### src/rtl/dccm_dma_ctl.sv
// DMA-side initiator for the DCCM array: single-request read/write with SECDED
// generation, check/correction and read-modify-write for sub-word stores.
module dccm_dma_ctl #(
    parameter int unsigned DCCM_BITS   = 16,
    parameter int unsigned FDATA_WIDTH = 39
) (
    input  logic                   clk,
    input  logic                   rst_l,
    input  logic                   ecc_disable,
    input  logic                   dma_req_valid,
    output logic                   dma_req_ready,
    input  logic                   dma_req_write,
    input  logic [1:0]             dma_req_size,
    input  logic [DCCM_BITS-1:0]   dma_req_addr,
    input  logic [31:0]            dma_req_wdata,
    output logic                   dma_rsp_valid,
    input  logic                   dma_rsp_ready,
    output logic [31:0]            dma_rsp_rdata,
    output logic                   dma_rsp_err,
    output logic                   dma_rsp_sb,
    input  logic                   dccm_gnt,
    output logic                   dccm_rden,
    output logic [DCCM_BITS-1:0]   dccm_rd_addr_lo,
    output logic [DCCM_BITS-1:0]   dccm_rd_addr_hi,
    input  logic [FDATA_WIDTH-1:0] dccm_rd_data_lo,
    output logic                   dccm_wren,
    output logic [DCCM_BITS-1:0]   dccm_wr_addr,
    output logic [FDATA_WIDTH-1:0] dccm_wr_data
);

    localparam int unsigned DW       = 32;
    localparam int unsigned HW       = 6;
    localparam int unsigned CODE_LEN = 38;

    typedef enum logic [2:0] {
        S_IDLE = 3'd0,
        S_RD   = 3'd1,
        S_RDAT = 3'd2,
        S_WR   = 3'd3,
        S_RESP = 3'd4
    } state_e;

    // Hamming check bits: data occupies the non-power-of-two positions 1..38
    function automatic logic [HW-1:0] hamming(input logic [DW-1:0] d);
        logic [HW-1:0] h;
        logic [HW-1:0] pv;
        int unsigned   k;
        h = '0;
        k = 0;
        for (int unsigned pos = 1; pos <= CODE_LEN; pos++) begin
            if ((pos & (pos - 1)) != 0) begin
                pv = HW'(pos);
                for (int unsigned i = 0; i < HW; i++)
                    if (pv[i[2:0]]) h[i[2:0]] = h[i[2:0]] ^ d[k[4:0]];
                k++;
            end
        end
        return h;
    endfunction

    function automatic logic [HW:0] ecc_gen(input logic [DW-1:0] d);
        logic [HW-1:0] h;
        h = hamming(d);
        return {^{d, h}, h};
    endfunction

    function automatic logic [DW-1:0] flip_mask(input logic [HW-1:0] s);
        logic [DW-1:0] m;
        int unsigned   k;
        m = '0;
        k = 0;
        for (int unsigned pos = 1; pos <= CODE_LEN; pos++) begin
            if ((pos & (pos - 1)) != 0) begin
                if (HW'(pos) == s) m[k[4:0]] = 1'b1;
                k++;
            end
        end
        return m;
    endfunction

    state_e                 state_q, state_nx;
    logic                   write_q, write_nx;
    logic [1:0]             size_q, size_nx;
    logic [DCCM_BITS-1:0]   addr_q, addr_nx;
    logic [DW-1:0]          wdata_q, wdata_nx;
    logic                   corr_q, corr_nx;
    logic                   ready_q, ready_nx;
    logic                   rden_q, rden_nx;
    logic                   wren_q, wren_nx;
    logic [DCCM_BITS-1:0]   rd_addr_q, rd_addr_nx;
    logic [DCCM_BITS-1:0]   wr_addr_q, wr_addr_nx;
    logic [FDATA_WIDTH-1:0] wr_data_q, wr_data_nx;
    logic [DW-1:0]          wr_word_nx;
    logic                   rsp_valid_q, rsp_valid_nx;
    logic [DW-1:0]          rdata_q, rdata_nx;
    logic                   err_q, err_nx;
    logic                   sb_q, sb_nx;

    // Decode of the returned entry
    logic [DW-1:0] rd_raw;
    logic [HW:0]   rd_ecc;
    logic [HW-1:0] syn;
    logic          par;
    logic          sgl_err;
    logic          dbl_err;
    logic [DW-1:0] dec_data;

    assign rd_raw   = dccm_rd_data_lo[DW-1:0];
    assign rd_ecc   = dccm_rd_data_lo[DW+HW:DW];
    assign syn      = hamming(rd_raw) ^ rd_ecc[HW-1:0];
    assign par      = ^dccm_rd_data_lo;
    assign sgl_err  = !ecc_disable && par && (syn <= HW'(CODE_LEN));
    assign dbl_err  = !ecc_disable && ((!par && (syn != '0)) || (par && (syn > HW'(CODE_LEN))));
    assign dec_data = sgl_err ? (rd_raw ^ flip_mask(syn)) : rd_raw;

    logic          req_bad;
    logic [3:0]    be;
    logic [DW-1:0] lane_mask;
    logic [DW-1:0] merged;

    assign req_bad = (dma_req_size == 2'd3)
                   || ((dma_req_size == 2'd1) && dma_req_addr[0])
                   || ((dma_req_size == 2'd2) && (dma_req_addr[1:0] != 2'b00));

    always_comb begin
        be = 4'b1111;
        case (size_q)
            2'd0:    be = 4'b0001 << addr_q[1:0];
            2'd1:    be = addr_q[1] ? 4'b1100 : 4'b0011;
            default: be = 4'b1111;
        endcase
    end

    assign lane_mask = {{8{be[3]}}, {8{be[2]}}, {8{be[1]}}, {8{be[0]}}};
    assign merged    = (wdata_q & lane_mask) | (dec_data & ~lane_mask);

    always_ff @(posedge clk) begin
        if (!rst_l) begin
            state_q     <= S_IDLE;
            write_q     <= 1'b0;
            size_q      <= '0;
            addr_q      <= '0;
            wdata_q     <= '0;
            corr_q      <= 1'b0;
            ready_q     <= 1'b0;
            rden_q      <= 1'b0;
            wren_q      <= 1'b0;
            rd_addr_q   <= '0;
            wr_addr_q   <= '0;
            wr_data_q   <= '0;
            rsp_valid_q <= 1'b0;
            rdata_q     <= '0;
            err_q       <= 1'b0;
            sb_q        <= 1'b0;
        end else begin
            state_q     <= state_nx;
            write_q     <= write_nx;
            size_q      <= size_nx;
            addr_q      <= addr_nx;
            wdata_q     <= wdata_nx;
            corr_q      <= corr_nx;
            ready_q     <= ready_nx;
            rden_q      <= rden_nx;
            wren_q      <= wren_nx;
            rd_addr_q   <= rd_addr_nx;
            wr_addr_q   <= wr_addr_nx;
            wr_data_q   <= wr_data_nx;
            rsp_valid_q <= rsp_valid_nx;
            rdata_q     <= rdata_nx;
            err_q       <= err_nx;
            sb_q        <= sb_nx;
        end
    end

    // Next state; every output register is loaded from the state being entered
    always_comb begin
        state_nx   = state_q;
        write_nx   = write_q;
        size_nx    = size_q;
        addr_nx    = addr_q;
        wdata_nx   = wdata_q;
        corr_nx    = corr_q;
        wr_word_nx = wr_data_q[DW-1:0];
        rdata_nx   = '0;
        err_nx     = 1'b0;
        sb_nx      = 1'b0;

        case (state_q)
            S_IDLE: begin
                corr_nx = 1'b0;
                if (dma_req_valid) begin
                    write_nx = dma_req_write;
                    size_nx  = dma_req_size;
                    addr_nx  = dma_req_addr;
                    wdata_nx = dma_req_wdata;
                    if (req_bad) begin
                        state_nx = S_RESP;
                        err_nx   = 1'b1;
                    end else if (dma_req_write && (dma_req_size == 2'd2)) begin
                        state_nx   = S_WR;
                        wr_word_nx = dma_req_wdata;
                    end else begin
                        state_nx = S_RD;
                    end
                end
            end
            S_RD: begin
                if (dccm_gnt) state_nx = S_RDAT;
            end
            S_RDAT: begin
                if (!write_q) begin
                    state_nx = S_RESP;
                    rdata_nx = dbl_err ? '0 : dec_data;
                    err_nx   = dbl_err;
                    sb_nx    = sgl_err;
                end else if (dbl_err) begin
                    state_nx = S_RESP;
                    err_nx   = 1'b1;
                end else begin
                    state_nx   = S_WR;
                    wr_word_nx = merged;
                    corr_nx    = sgl_err;
                end
            end
            S_WR: begin
                if (dccm_gnt) begin
                    state_nx = S_RESP;
                    sb_nx    = corr_q;
                end
            end
            S_RESP: begin
                if (dma_rsp_ready) begin
                    state_nx = S_IDLE;
                end else begin
                    rdata_nx = rdata_q;
                    err_nx   = err_q;
                    sb_nx    = sb_q;
                end
            end
            default: state_nx = S_IDLE;
        endcase

        ready_nx     = (state_nx == S_IDLE);
        rden_nx      = (state_nx == S_RD);
        wren_nx      = (state_nx == S_WR);
        rsp_valid_nx = (state_nx == S_RESP);
        rd_addr_nx   = rden_nx ? {addr_nx[DCCM_BITS-1:2], 2'b00} : '0;
        wr_addr_nx   = wren_nx ? {addr_nx[DCCM_BITS-1:2], 2'b00} : '0;
        wr_data_nx   = wren_nx ? FDATA_WIDTH'({ecc_gen(wr_word_nx), wr_word_nx}) : '0;
    end

    assign dma_req_ready   = ready_q;
    assign dccm_rden       = rden_q;
    assign dccm_rd_addr_lo = rd_addr_q;
    assign dccm_rd_addr_hi = rd_addr_q;
    assign dccm_wren       = wren_q;
    assign dccm_wr_addr    = wr_addr_q;
    assign dccm_wr_data    = wr_data_q;
    assign dma_rsp_valid   = rsp_valid_q;
    assign dma_rsp_rdata   = rdata_q;
    assign dma_rsp_err     = err_q;
    assign dma_rsp_sb      = sb_q;

endmodule

### config.mk
export PLATFORM = sky130hd
export DESIGN_NAME = dccm_dma_ctl
export DESIGN_NICKNAME = d
export VERILOG_FILES = /design/src/rtl/dccm_dma_ctl.sv
export SDC_FILE = /design/constraint.sdc
export NUM_CORES = 1
export LEC_CHECK = 0
export CORE_ASPECT_RATIO = 1.25
export CORE_UTILIZATION = 54
export DETAILED_ROUTE_END_ITERATION = 16
export PLACE_DENSITY = 0.95
export RECOVER_POWER = 25
export SLEW_MARGIN = 20
export SYNTH_ARGS = -nofsm -noshare
export SYNTH_HDL_FRONTEND = slang
export SYNTH_SLANG_ARGS = --single-unit
### constraint.sdc
create_clock -name clk -period 8.45 [get_ports clk]
set_input_delay 0.845 -clock clk [delete_from_list [all_inputs] [get_ports clk]]
set_output_delay 0.845 -clock clk [all_outputs]
set_load 0.05 [all_outputs]
# Word-level counts from Yosys, hierarchy flattened
# Index checks and enable logic that the tools add are counted.
[totals]
in_bits = 96
rom_bits = 0
mem_bits_rw = 0
reg_bits = 164
latchBits = 0
output_inout_bits = 125
word_cells = 378
memories = 0
[classes]
eq_ne = 47
mul = 0
shift = 1
div_mod_pow = 0
bitwise_logic = 174
addsub = 0
muxes = 110
reduce_logical = 25
order_cmp = 2
[op_table]
columns = ["cell", "n"]
rows = [
  ["two-way mux 32 bit", 23],
  ["bitwise XOR 1 bit", 168],
  ["one-hot mux 32 bit (2 select lines)", 2],
  ["== test 5 x 6 -> 1 bit, first input constant", 15],
  ["AND 32 bit", 2],
  ["two-way mux 16 bit", 4],
  ["two-way mux 3 bit", 20],
  ["== test 4 x 6 -> 1 bit, first input constant", 7],
  ["parity 39 bit", 1],
  ["parity 38 bit", 1],
  ["== test 6 bit, first input constant", 6],
  ["NOT 32 bit", 1],
  ["OR 32 bit", 1],
  ["bitwise XOR 32 bit", 1],
  ["two-way mux 31 bit", 1],
  ["two-way mux 30 bit", 1],
  ["two-way mux 29 bit", 1],
  ["two-way mux 28 bit", 1],
  ["two-way mux 27 bit", 1],
  ["two-way mux 26 bit", 1],
  ["two-way mux 25 bit", 1],
  ["two-way mux 1 bit", 24],
  ["two-way mux 24 bit", 1],
  ["two-way mux 23 bit", 1],
  ["other kinds (44)", 74],
]

# Depth between registers and ports, before layout
# Gate-level depths: netlist (run 1).
[logic_depth]
depth_word = 79
mapped_depth = 16
mapped_depth_nobuf = 14

# Least setup slack after synthesis (run 1)
# No wires, ideal clock.
[synth_path]
kind = "in2reg"
startpoint = "input dccm_rd_data_lo[29]"
endpoint = "register wr_data_q[38], in the netlist dccm_wr_data[38]"
path_buffers = 1
path_slack_ps = 3281
required_ps = 8322
cell_stages = 15
arrival_ps = 5042
setup_time_ps = 128
path_cell_list = "xnor3_1 -> xnor3_1 -> xnor3_1 -> or2_1 -> clkbuf_1 -> a2111oi_1 -> xor2_1 -> mux2_1 -> a221oi_1 -> a211oi_1 -> a31oi_1 -> xnor3_1 -> xnor3_1 -> xnor3_1 -> nor2_1"
[synth_between]
elab_chain_len = 65
word_cells_on_any_way = 185
cone_classes = "2 x order compare; 33 x eq/ne; 45 x mux; 94 x bitwise; 11 x reduce/logical"
[synth_lines]
columns = ["item", "line_no", "text"]
rows = [
  ["start: declaration", "25", "input logic [FDATA_WIDTH-1:0] dccm_rd_data_lo,"],
  ["bitwise XOR 1 bit (3 in a row)", "54", "if (pv[i[2:0]]) h[i[2:0]] = h[i[2:0]] ^ d[k[4:0]];"],
  ["bitwise XOR 6 bit", "110", "assign syn = hamming(rd_raw) ^ rd_ecc[HW-1:0];"],
  ["== test 2 x 6 -> 1 bit", "74", "if (HW'(pos) == s) m[k[4:0]] = 1'b1;"],
  ["two-way mux 1 bit", "74", ""],
  ["two-way mux 2 bit", "74", ""],
  ["two-way mux 3 bit", "74", ""],
  ["two-way mux 4 bit", "74", ""],
  ["two-way mux 5 bit", "74", ""],
  ["[31 not listed]", "n/a", ""],
  ["two-way mux 32 bit", "216", "end else if (dbl_err) begin"],
  ["two-way mux 32 bit", "211", "if (!write_q) begin"],
  ["two-way mux 32 bit", "188", "case (state_q)"],
  ["two-way mux 32 bit", "211", ""],
  ["two-way mux 32 bit", "188", ""],
  ["one-hot mux 32 bit (2 select lines)", "188", ""],
  ["bitwise XOR 1 bit (17 in a row)", "54", ""],
  ["parity 38 bit", "64", "return {^{d, h}, h};"],
  ["end signal: assignment", "167", "wr_data_q <= wr_data_nx;"],
  ["end: declaration", "92", "logic [FDATA_WIDTH-1:0] wr_data_q, wr_data_nx;"],
]
# Parallel ways exist; a longest one is shown, timed or not. The select of a mux whose other input is x is not followed.
# A chain may end at the register's enable or synchronous reset.

# Worst setup path after layout (run 1)
[layout_path]
startpoint = "input dccm_rd_data_lo[31]"
endpoint = "register wr_data_q[38], in the netlist dccm_wr_data[38]"
[layout_between]
elab_chain_len = 63
word_cells_on_any_way = 182
cone_classes = "2 x order compare; 33 x eq/ne; 45 x mux; 91 x bitwise; 11 x reduce/logical"
[layout_lines]
columns = ["item", "line_no"]
rows = [
  ["bitwise XOR 1 bit", "54"],
  ["bitwise XOR 6 bit", "110"],
  ["== test 2 x 6 -> 1 bit", "74"],
  ["two-way mux 1 bit", "74"],
  ["two-way mux 2 bit", "74"],
  ["two-way mux 3 bit", "74"],
  ["two-way mux 4 bit", "74"],
  ["two-way mux 5 bit", "74"],
  ["[31 not listed]", "n/a"],
  ["two-way mux 32 bit", "216"],
  ["two-way mux 32 bit", "211"],
  ["two-way mux 32 bit", "188"],
  ["two-way mux 32 bit", "211"],
  ["two-way mux 32 bit", "188"],
  ["one-hot mux 32 bit (2 select lines)", "188"],
  ["bitwise XOR 1 bit (17 in a row)", "54"],
  ["parity 38 bit", "64"],
]
# Parallel ways exist; a longest one is shown, timed or not. The select of a mux whose other input is x is not followed.

==> metrics.txt, run 1 <==
# TYPE chip_impl_metric gauge
chip_impl_metric{name="finalHoldViolCount",unit=""} 0
chip_impl_info{name="cts_tree",value="done"} 1
chip_impl_metric{name="groute.usage.overall",unit="%"} 34.4
chip_impl_metric{name="finalCriticalPeriod",unit="ps"} 6040
chip_impl_metric{name="total_of_hold_buffers_inserted_after_clock_tree_synthesis",unit=""} 0
chip_impl_metric{name="fin_tns_setup",unit="ps"} 0
chip_impl_info{name="timing_worst_setup_path_type",value="input pin to flip-flop"} 1
chip_impl_metric{name="area.growth.synth_to_final",unit="%"} 30.3
chip_impl_metric{name="globalRouteOverflowTotal",unit=""} 0
chip_impl_metric{name="clock-skew-final",unit="ps"} 8.43
chip_impl_metric{name="multi_input_comb_area",unit="um^2"} 5540
chip_impl_metric{name="die_area",unit="um^2"} 17400
chip_impl_metric{name="maximum_frequency_from_static_timing_analysis",unit="GHz"} 0.166
chip_impl_metric{name="synth.cell_area",unit="um^2"} 9140
chip_impl_metric{name="design_area",unit="um^2"} 11900
chip_impl_metric{name="cts.repair_timing.setup_buffer_count",unit=""} 0
chip_impl_metric{name="power_density",unit="nW/um^2"} 215
chip_impl_info{name="violations",value="max-capacitance violations, max-slew violations"} 1
chip_impl_metric{name="drv_slew",unit=""} 52
chip_impl_info{name="result_of_the_run",value="finished with violations"} 1
chip_impl_metric{name="synth_top_area_share",unit="%"} 35.1
chip_impl_metric{name="cts_num_sinks",unit=""} 160
chip_impl_metric{name="syn_avg_cell_area",unit="um^2"} 9.00
chip_impl_info{name="clk_root_buffer_cell",value="sky130_fd_sc_hd__clkbuf_16"} 1
chip_impl_info{name="synth_flop_cell",value="sky130_fd_sc_hd__dfxtp_1"} 1
chip_impl_info{name="min_path_type",value="flip-flop to flip-flop"} 1
chip_impl_metric{name="grt_pass1_vias",unit=""} 8528
chip_impl_metric{name="seq_area",unit="um^2"} 3200
chip_impl_metric{name="floorplan_core_area",unit="um^2"} 16400
chip_impl_metric{name="yosys_warnings",unit=""} 0
chip_impl_info{name="worst_setup_path_end_kind",value="flip-flop"} 1
chip_impl_metric{name="sequential_share_of_the_synthesized_area",unit="%"} 35.1
chip_impl_metric{name="detailroute.via_count",unit=""} 8964
chip_impl_metric{name="ctsLongestPathBuffers",unit=""} 2
chip_impl_metric{name="synth-async-reset-ratio",unit="%"} 0
chip_impl_metric{name="placedInstanceArea",unit="um^2"} 11300
chip_impl_metric{name="number_of_enable_type_register_cells_in_the_synthesized_netlist",unit=""} 0
chip_impl_metric{name="worst-endpoint-required",unit="ps"} 8760
chip_impl_metric{name="final.hold.worst_slack",unit="ps"} 473
chip_impl_metric{name="residual_drc",unit=""} 0
chip_impl_metric{name="final-setup-viol-count",unit=""} 0
chip_impl_metric{name="total_leakage_power",unit="nW"} 4.48
chip_impl_metric{name="filler_cell_count",unit=""} 1084
chip_impl_metric{name="post-route-period-util",unit="%"} 71.5
chip_impl_metric{name="synthCells",unit=""} 1015
chip_impl_info{name="crit_path_frequent_cell",value="sky130_fd_sc_hd__xnor3_1"} 1
chip_impl_metric{name="max-cap-violations",unit=""} 1
chip_impl_metric{name="critPathMaxFanout",unit=""} 8
chip_impl_info{name="yosys-top-cells-area",value="sky130_fd_sc_hd__dfxtp_1 (35%), sky130_fd_sc_hd__xnor2_1 (7.4%), sky130_fd_sc_hd__nand2_1 (5.3%)"} 1
chip_impl_metric{name="timing.critical_path.arrival",unit="ps"} 6350
chip_impl_metric{name="nNetsFinal",unit=""} 1281
chip_impl_metric{name="wire_length_of_the_first_global_routing_pass",unit="um"} 46500
chip_impl_metric{name="wl",unit="um"} 30300
chip_impl_metric{name="drtAntennaViolNets",unit=""} 0
chip_impl_info{name="post-synth-top-area-cell",value="sky130_fd_sc_hd__dfxtp_1"} 1
chip_impl_metric{name="synth-seq-cells",unit=""} 160
chip_impl_metric{name="numPlacedInstances",unit=""} 1382
chip_impl_metric{name="place_congestion",unit=""} 1.04
chip_impl_metric{name="grt_antenna_before_repair",unit=""} 1
chip_impl_metric{name="num_io_pins",unit=""} 221
chip_impl_info{name="critical_path.startpoint_type",value="input pin"} 1
chip_impl_metric{name="worst_path_largest_cell_delay",unit="ps"} 560
chip_impl_metric{name="final_layout_size_suffix_gt1_share",unit="%"} 7.35
chip_impl_metric{name="finalNonFillerCells",unit=""} 1414
chip_impl_metric{name="synth.distinct_cells",unit=""} 72
chip_impl_metric{name="first_iter_violations",unit=""} 1254
chip_impl_metric{name="drt_pre_antenna_iters",unit=""} 7
chip_impl_metric{name="fp.dieW",unit="um"} 118
chip_impl_metric{name="worst_slew_pin_slew",unit="ps"} 2890
chip_impl_metric{name="cts_resized",unit=""} 0
chip_impl_metric{name="relSlewSlack",unit="%"} -93.0
chip_impl_metric{name="initial_utilization",unit="%"} 55.7
chip_impl_info{name="path_cells",value="clkdlybuf4s50_1, xnor3_1, xnor3_1, xnor3_1, or2_1, a2111oi_1, xor2_1, mux2_1, a221oi_1, a211oi_1, a31oi_1, xnor3_1, xnor3_1, xnor3_1, nor2_1"} 1
chip_impl_metric{name="place_hpwl",unit="um"} 21500
chip_impl_metric{name="worstSkewPairLatency",unit="ps"} 440
chip_impl_metric{name="cts_made_buffers",unit=""} 17
chip_impl_metric{name="post_drt_wl_per_cell",unit="um"} 21.4
chip_impl_metric{name="rows",unit=""} 52
chip_impl_metric{name="portBuffers",unit=""} 214
chip_impl_metric{name="grt_start_max_net_pins",unit=""} 92
chip_impl_metric{name="post_drt_via_cell_ratio",unit=""} 6.34
chip_impl_info{name="worst_path_max_delay_cell",value="sky130_fd_sc_hd__clkdlybuf4s50_1"} 1
chip_impl_info{name="grt_setup_unrepaired",value="no"} 1
chip_impl_metric{name="antenna_cells_inserted",unit=""} 0
chip_impl_metric{name="cts_max_level",unit=""} 4
chip_impl_metric{name="die_y",unit="um"} 147
chip_impl_metric{name="vdd_drop_max",unit="uV"} 245
chip_impl_metric{name="clkTransAtPathRegs",unit="ps"} 60
## power breakdown
group | switching [mW] | internal (mW)
Sequential | 0.0171 | 0.784
Combinational | 0.615 | 0.315
Clock | 0.345 | 0.477
Total | 0.977 | 1.58
## kinds of logic after synthesis
family	share of synthesized area [%]
buffers and inverters	4.79
muxes	2.67
and+or+nand+nor	19.8
xor gates and xnor gates	18.6
other	0.0411
AOI/OAI and AO/OA	19.0
DFF	35.1
## worst paths after layout
kind	cells after the start	end	slack, ps	startpoint
hold / removal	2	wdata_q[19]	470	wdata_q[19]
hold reg to reg	2	wdata_q[19]	470	wdata_q[19]
setup reg to reg	14	dccm_wr_data[38]	3940	state_q[2]
setup / recovery	15	dccm_wr_data[38]	2410	dccm_rd_data_lo[31]
## cell type report
| cell class | instances | area share (%) |
|---|---|---|
| Clock buffer | 18 | 3.61 |
| Tap cell | 216 | 2.27 |
| Clock inverter | 14 | 1.63 |
| Inverter | 4 | 0.126 |
| Multi-Input combinational cell | 772 | 46.5 |
| Timing Repair Buffer | 230 | 18.9 |
| Sequential cell | 160 | 26.9 |
## worst max-delay path, delay by kind of cell
| kind | cells | cell delay (ps) |
|---|---|---|
| buffers and inverters | 1 | 560 |
| xor gates and xnor gates | 7 | 2670 |
| AOI/OAI and AO/OA | 4 | 1450 |
| muxes | 1 | 370 |
| and+or+nand+nor | 2 | 440 |
## cell usage after synthesis (6+ instances only)
| master | number |
|---|---|
| sky130_fd_sc_hd__dfxtp_1 | 160 |
| sky130_fd_sc_hd__nand2_1 | 129 |
| sky130_fd_sc_hd__nor2_1 | 116 |
| sky130_fd_sc_hd__xnor2_1 | 77 |
| sky130_fd_sc_hd__nor2b_1 | 53 |
| sky130_fd_sc_hd__clkbuf_1 | 51 |
| sky130_fd_sc_hd__a21boi_0 | 39 |
| sky130_fd_sc_hd__a21oi_1 | 34 |
| sky130_fd_sc_hd__a22oi_1 | 30 |
| sky130_fd_sc_hd__nand3_1 | 25 |
| sky130_fd_sc_hd__xor2_1 | 22 |
| sky130_fd_sc_hd__buf_4 | 21 |
| sky130_fd_sc_hd__mux2i_1 | 21 |
| sky130_fd_sc_hd__xnor3_1 | 21 |
| sky130_fd_sc_hd__o41a_1 | 16 |
| sky130_fd_sc_hd__nor3_1 | 14 |
| sky130_fd_sc_hd__a221oi_1 | 12 |
| sky130_fd_sc_hd__a31oi_1 | 10 |
| sky130_fd_sc_hd__and3_1 | 10 |
| sky130_fd_sc_hd__nor4_1 | 10 |
| sky130_fd_sc_hd__a211oi_1 | 8 |
| sky130_fd_sc_hd__a221oi_2 | 8 |
| sky130_fd_sc_hd__or4_1 | 8 |
| sky130_fd_sc_hd__o31ai_1 | 7 |
| sky130_fd_sc_hd__xnor2_2 | 7 |
| sky130_fd_sc_hd__a2111oi_0 | 6 |
| sky130_fd_sc_hd__and2_1 | 6 |
## state kept, by name, indices dropped and copies added (netlist names), 2 cells and up
name / cells
dma_rsp_rdata: 32
dccm_rd_addr_hi: 14
state_q: 3
size_q: 2
dccm_wr_data: 39
addr_q: 16
dccm_wr_addr: 14
wdata_q: 32
## metrics by stage
step	setup WS [ps]	total power [mW]	utilization [%]
2_1_floorplan	3280	1.47	-
3_3_place_gp	2250	1.68	68.8
3_5_place_dp	2100	1.70	68.8
4_1_cts	2550	2.51	72.6
5_1_grt	2180	2.63	72.6
6_report	2410	2.55	72.6
## metal layers
| metal | track usage [%] | routed length [um] | part of all wire, % | up-vias |
|---|---|---|---|---|
| met1 | 40.9 | 10700 | 35 | 4107 |
| met4 | 18.6 | 1660 | 5.5 | 2 |
| li1 | - | - | - | 3906 |
| met3 | 9.22 | 3730 | 12 | 173 |
| met5 | 0 | 9 | 0.030 | - |
| met2 | 56.8 | 14200 | 47 | 776 |
## layout by cell type (no fill, tap or decap), types with 8 or more instances in the layout
| cell type | n |
|---|---|
| sky130_fd_sc_hd__clkdlybuf4s50_1 | 180 |
| sky130_fd_sc_hd__dfxtp_1 | 160 |
| sky130_fd_sc_hd__nand2_1 | 129 |
| sky130_fd_sc_hd__nor2_1 | 115 |
| sky130_fd_sc_hd__xnor2_1 | 77 |
| sky130_fd_sc_hd__nor2b_1 | 53 |
| sky130_fd_sc_hd__a21boi_0 | 39 |
| sky130_fd_sc_hd__a21oi_1 | 34 |
| sky130_fd_sc_hd__dlygate4sd3_1 | 33 |
| sky130_fd_sc_hd__a22oi_1 | 30 |
| sky130_fd_sc_hd__nand3_1 | 25 |
| sky130_fd_sc_hd__xor2_1 | 22 |
| sky130_fd_sc_hd__mux2i_1 | 21 |
| sky130_fd_sc_hd__xnor3_1 | 21 |
| sky130_fd_sc_hd__clkbuf_16 | 17 |
| sky130_fd_sc_hd__o41a_1 | 16 |
| sky130_fd_sc_hd__buf_4 | 15 |
| sky130_fd_sc_hd__nor3_1 | 13 |
| sky130_fd_sc_hd__a221oi_1 | 12 |
| sky130_fd_sc_hd__nor4_1 | 10 |
| sky130_fd_sc_hd__and3_1 | 10 |
| sky130_fd_sc_hd__a31oi_1 | 10 |
| sky130_fd_sc_hd__or4_1 | 8 |
| sky130_fd_sc_hd__a211oi_1 | 8 |
| sky130_fd_sc_hd__a221oi_2 | 8 |
Power figures use the tool's default switching activity.
==> run 2, diff against run 1 <==
CORE_UTILIZATION = 51   (was 54)
PLACE_DENSITY = 0.91   (was 0.95)
clock period = 5.6 ns   (was 8.45 ns; I/O delays follow)
==> run 2 against run 1 <==
Clock power increased by 46%; clock-buffer cell count decreased by 1; first-iteration DRC count decreased by 27%; utilization increased by 1.2 points; critical path type unchanged; the flow still finishes with violations (max-capacitance violations, max-slew violations); design area increased by 8.5%; sequential share of layout area decreased by 2.1 points.
==> metrics.txt, run 2 (same netlist as run 1, synthesis figures left out) <==
# TYPE chip_impl_metric gauge
chip_impl_metric{name="relSlewSlack",unit="%"} -48.7
chip_impl_metric{name="die_y",unit="um"} 152
chip_impl_metric{name="grt_start_max_net_pins",unit=""} 92
chip_impl_metric{name="nNetsFinal",unit=""} 1412
chip_impl_metric{name="power_density",unit="nW/um^2"} 319
chip_impl_metric{name="wl",unit="um"} 32300
chip_impl_info{name="clk_root_buffer_cell",value="sky130_fd_sc_hd__clkbuf_16"} 1
chip_impl_metric{name="maximum_frequency_from_static_timing_analysis",unit="GHz"} 0.187
chip_impl_metric{name="worst_path_largest_cell_delay",unit="ps"} 570
chip_impl_metric{name="total_leakage_power",unit="nW"} 5.22
chip_impl_metric{name="finalHoldViolCount",unit=""} 0
chip_impl_info{name="result_of_the_run",value="finished with violations"} 1
chip_impl_metric{name="timing.critical_path.arrival",unit="ps"} 5680
chip_impl_metric{name="ctsLongestPathBuffers",unit=""} 2
chip_impl_metric{name="clkTransAtPathRegs",unit="ps"} 70
chip_impl_metric{name="placedInstanceArea",unit="um^2"} 12300
chip_impl_metric{name="final.hold.worst_slack",unit="ps"} 470
chip_impl_metric{name="area.growth.synth_to_final",unit="%"} 41.3
chip_impl_metric{name="die_area",unit="um^2"} 18500
chip_impl_metric{name="critPathMaxFanout",unit=""} 14
chip_impl_info{name="timing.critical_path.max_delay_family",value="XOR/XNOR gates"} 1
chip_impl_metric{name="first_iter_violations",unit=""} 916
chip_impl_metric{name="clock-skew-final",unit="ps"} 8.31
chip_impl_info{name="path_cells",value="clkdlybuf4s50_1, xnor2_2, xnor3_1, xor2_1, xor3_4, a2111oi_1, xor2_1, mux2_1, a221oi_1, a211oi_1, a31oi_1, xnor3_1, xnor3_1, xnor3_1, nor2_1"} 1
chip_impl_info{name="final_common_cell",value="sky130_fd_sc_hd__dfxtp_1"} 1
chip_impl_metric{name="post_drt_wl_per_cell",unit="um"} 20.8
chip_impl_metric{name="grt_pass1_vias",unit=""} 8944
chip_impl_metric{name="post_drt_via_cell_ratio",unit=""} 5.93
chip_impl_metric{name="worstSkewPairLatency",unit="ps"} 440
chip_impl_metric{name="rows",unit=""} 54
chip_impl_metric{name="portBuffers",unit=""} 214
chip_impl_info{name="critical_path.startpoint_type",value="input pin"} 1
chip_impl_metric{name="floorplan_core_area",unit="um^2"} 17500
chip_impl_metric{name="cts_num_sinks",unit=""} 160
chip_impl_metric{name="place_hpwl",unit="um"} 24400
chip_impl_info{name="crit_path_frequent_cell",value="sky130_fd_sc_hd__xnor3_1"} 1
chip_impl_metric{name="final-setup-viol-count",unit=""} 0
chip_impl_metric{name="largest_register_ffs",unit=""} 39
chip_impl_metric{name="cts.repair_timing.setup_buffer_count",unit=""} 0
chip_impl_metric{name="post-route-period-util",unit="%"} 95.5
chip_impl_info{name="min_path_type",value="flip-flop to flip-flop"} 1
chip_impl_metric{name="drv_slew",unit=""} 39
chip_impl_metric{name="finalCriticalPeriod",unit="ps"} 5350
chip_impl_metric{name="fp.dieW",unit="um"} 122
chip_impl_metric{name="drtAntennaViolNets",unit=""} 0
chip_impl_metric{name="worst-path-buf-inv",unit=""} 1
chip_impl_metric{name="design_power_total",unit="mW"} 4.12
chip_impl_info{name="worst_setup_path_end_kind",value="flip-flop"} 1
chip_impl_metric{name="groute.usage.overall",unit="%"} 35.4
chip_impl_metric{name="place_congestion",unit=""} 0.976
chip_impl_metric{name="cts_max_level",unit=""} 4
chip_impl_info{name="timing_worst_setup_path_type",value="input pin to flip-flop"} 1
chip_impl_metric{name="worst_slew_pin_slew",unit="ps"} 2230
chip_impl_metric{name="num_io_pins",unit=""} 221
chip_impl_metric{name="residual_drc",unit=""} 0
chip_impl_info{name="cts_tree",value="done"} 1
chip_impl_metric{name="cts_made_buffers",unit=""} 17
chip_impl_info{name="violations",value="max-capacitance violations, max-slew violations"} 1
chip_impl_metric{name="worst-endpoint-required",unit="ps"} 5930
chip_impl_info{name="layout.cells.most_common_list",value="sky130_fd_sc_hd__dfxtp_1 (160), sky130_fd_sc_hd__clkdlybuf4s50_1 (145), sky130_fd_sc_hd__buf_4 (145), sky130_fd_sc_hd__nand2_1 (129), sky130_fd_sc_hd__nor2_1 (116)"} 1
chip_impl_metric{name="drt_pre_antenna_iters",unit=""} 12
chip_impl_info{name="worst_path_max_delay_cell",value="sky130_fd_sc_hd__xnor3_1"} 1
chip_impl_metric{name="detailroute.via_count",unit=""} 9206
chip_impl_metric{name="wire_length_of_the_first_global_routing_pass",unit="um"} 48700
chip_impl_metric{name="final_layout_size_suffix_gt1_share",unit="%"} 16.5
chip_impl_metric{name="max-cap-violations",unit=""} 1
chip_impl_metric{name="grt_antenna_before_repair",unit=""} 0
chip_impl_metric{name="design_area",unit="um^2"} 12900
chip_impl_metric{name="initial_utilization",unit="%"} 52.2
chip_impl_metric{name="vdd_drop_max",unit="uV"} 236
chip_impl_metric{name="final_core_utilization",unit="%"} 73.8
chip_impl_metric{name="globalRouteOverflowTotal",unit=""} 0
[run 2: cell types whose count changed in the layout (fill, tap and decap cells not counted), sizes merged, moves of 2 or more]
cell,previous run,this run
clkbuf,19,17
clkinvlp,1,3
inv,12,10
dlygate4sd3,33,68
buf,16,148
clkdlybuf4s50,180,145
[run 2: worst register-to-register path: cells and delay by family, from the launching register on]
family	cells	cell delay, ps
simple gates	5	870
compound gates	2	900
xor+xnor	4	1350
buf+inv	2	500
flops	1	460
[run 2: through the flow]
stage | TNS, ps | instances | setup slack, ps
floorplan | 0 | 1020 | 716
detailed placement | -96.3 | 1521 | -96.3
finish | 0 | 1553 | 254
global route | -0.394 | 1552 | -0.394
CTS | 0 | 1552 | 305
global placement | -13.5 | 1521 | -13.5
[run 2: cell type report]
type                    instances  area [um^2]
fillers                      1206         4590
diodes                          1         2.50
multi-input cells             772         5540
flip-flops and latches        160         3200
clock inverters                14          174
inverters                       4         15.0
repair buffers                361         3270
clock buffers                  17          425
well taps                     224          280
[run 2: worst paths after layout]
path | startpoint | to | slack, ps | cells after the start
setup / recovery | dccm_rd_data_lo[10] | dccm_wr_data[38] | 250 | 15
hold / removal | wdata_q[0] | wdata_q[0] | 470 | 2
setup reg to reg | state_q[0] | dccm_wr_data[38] | 1470 | 13
hold reg to reg | wdata_q[0] | wdata_q[0] | 470 | 2
[run 2: what timing repair did]
item / CTS / global route
hold buffers: 0 / 0
endpoints found under the setup margin: 0 / 1
resized for setup: 0 / 3
[run 2: routing by layer]
metal	vias up	global-route usage (%)	wire length (um)
li1	4163	-	-
met1	4322	42.5	12000
met2	606	59.7	15800
met3	115	7.07	2950
met4	0	18.5	1540
met5	-	0	0
[run 2: power breakdown]
group / switching, mW / internal [mW] / total [mW]
Sequential: 0.0244 / 1.18 / 1.21
Clock: 0.533 / 0.670 / 1.20
Combinational: 1.02 / 0.691 / 1.71
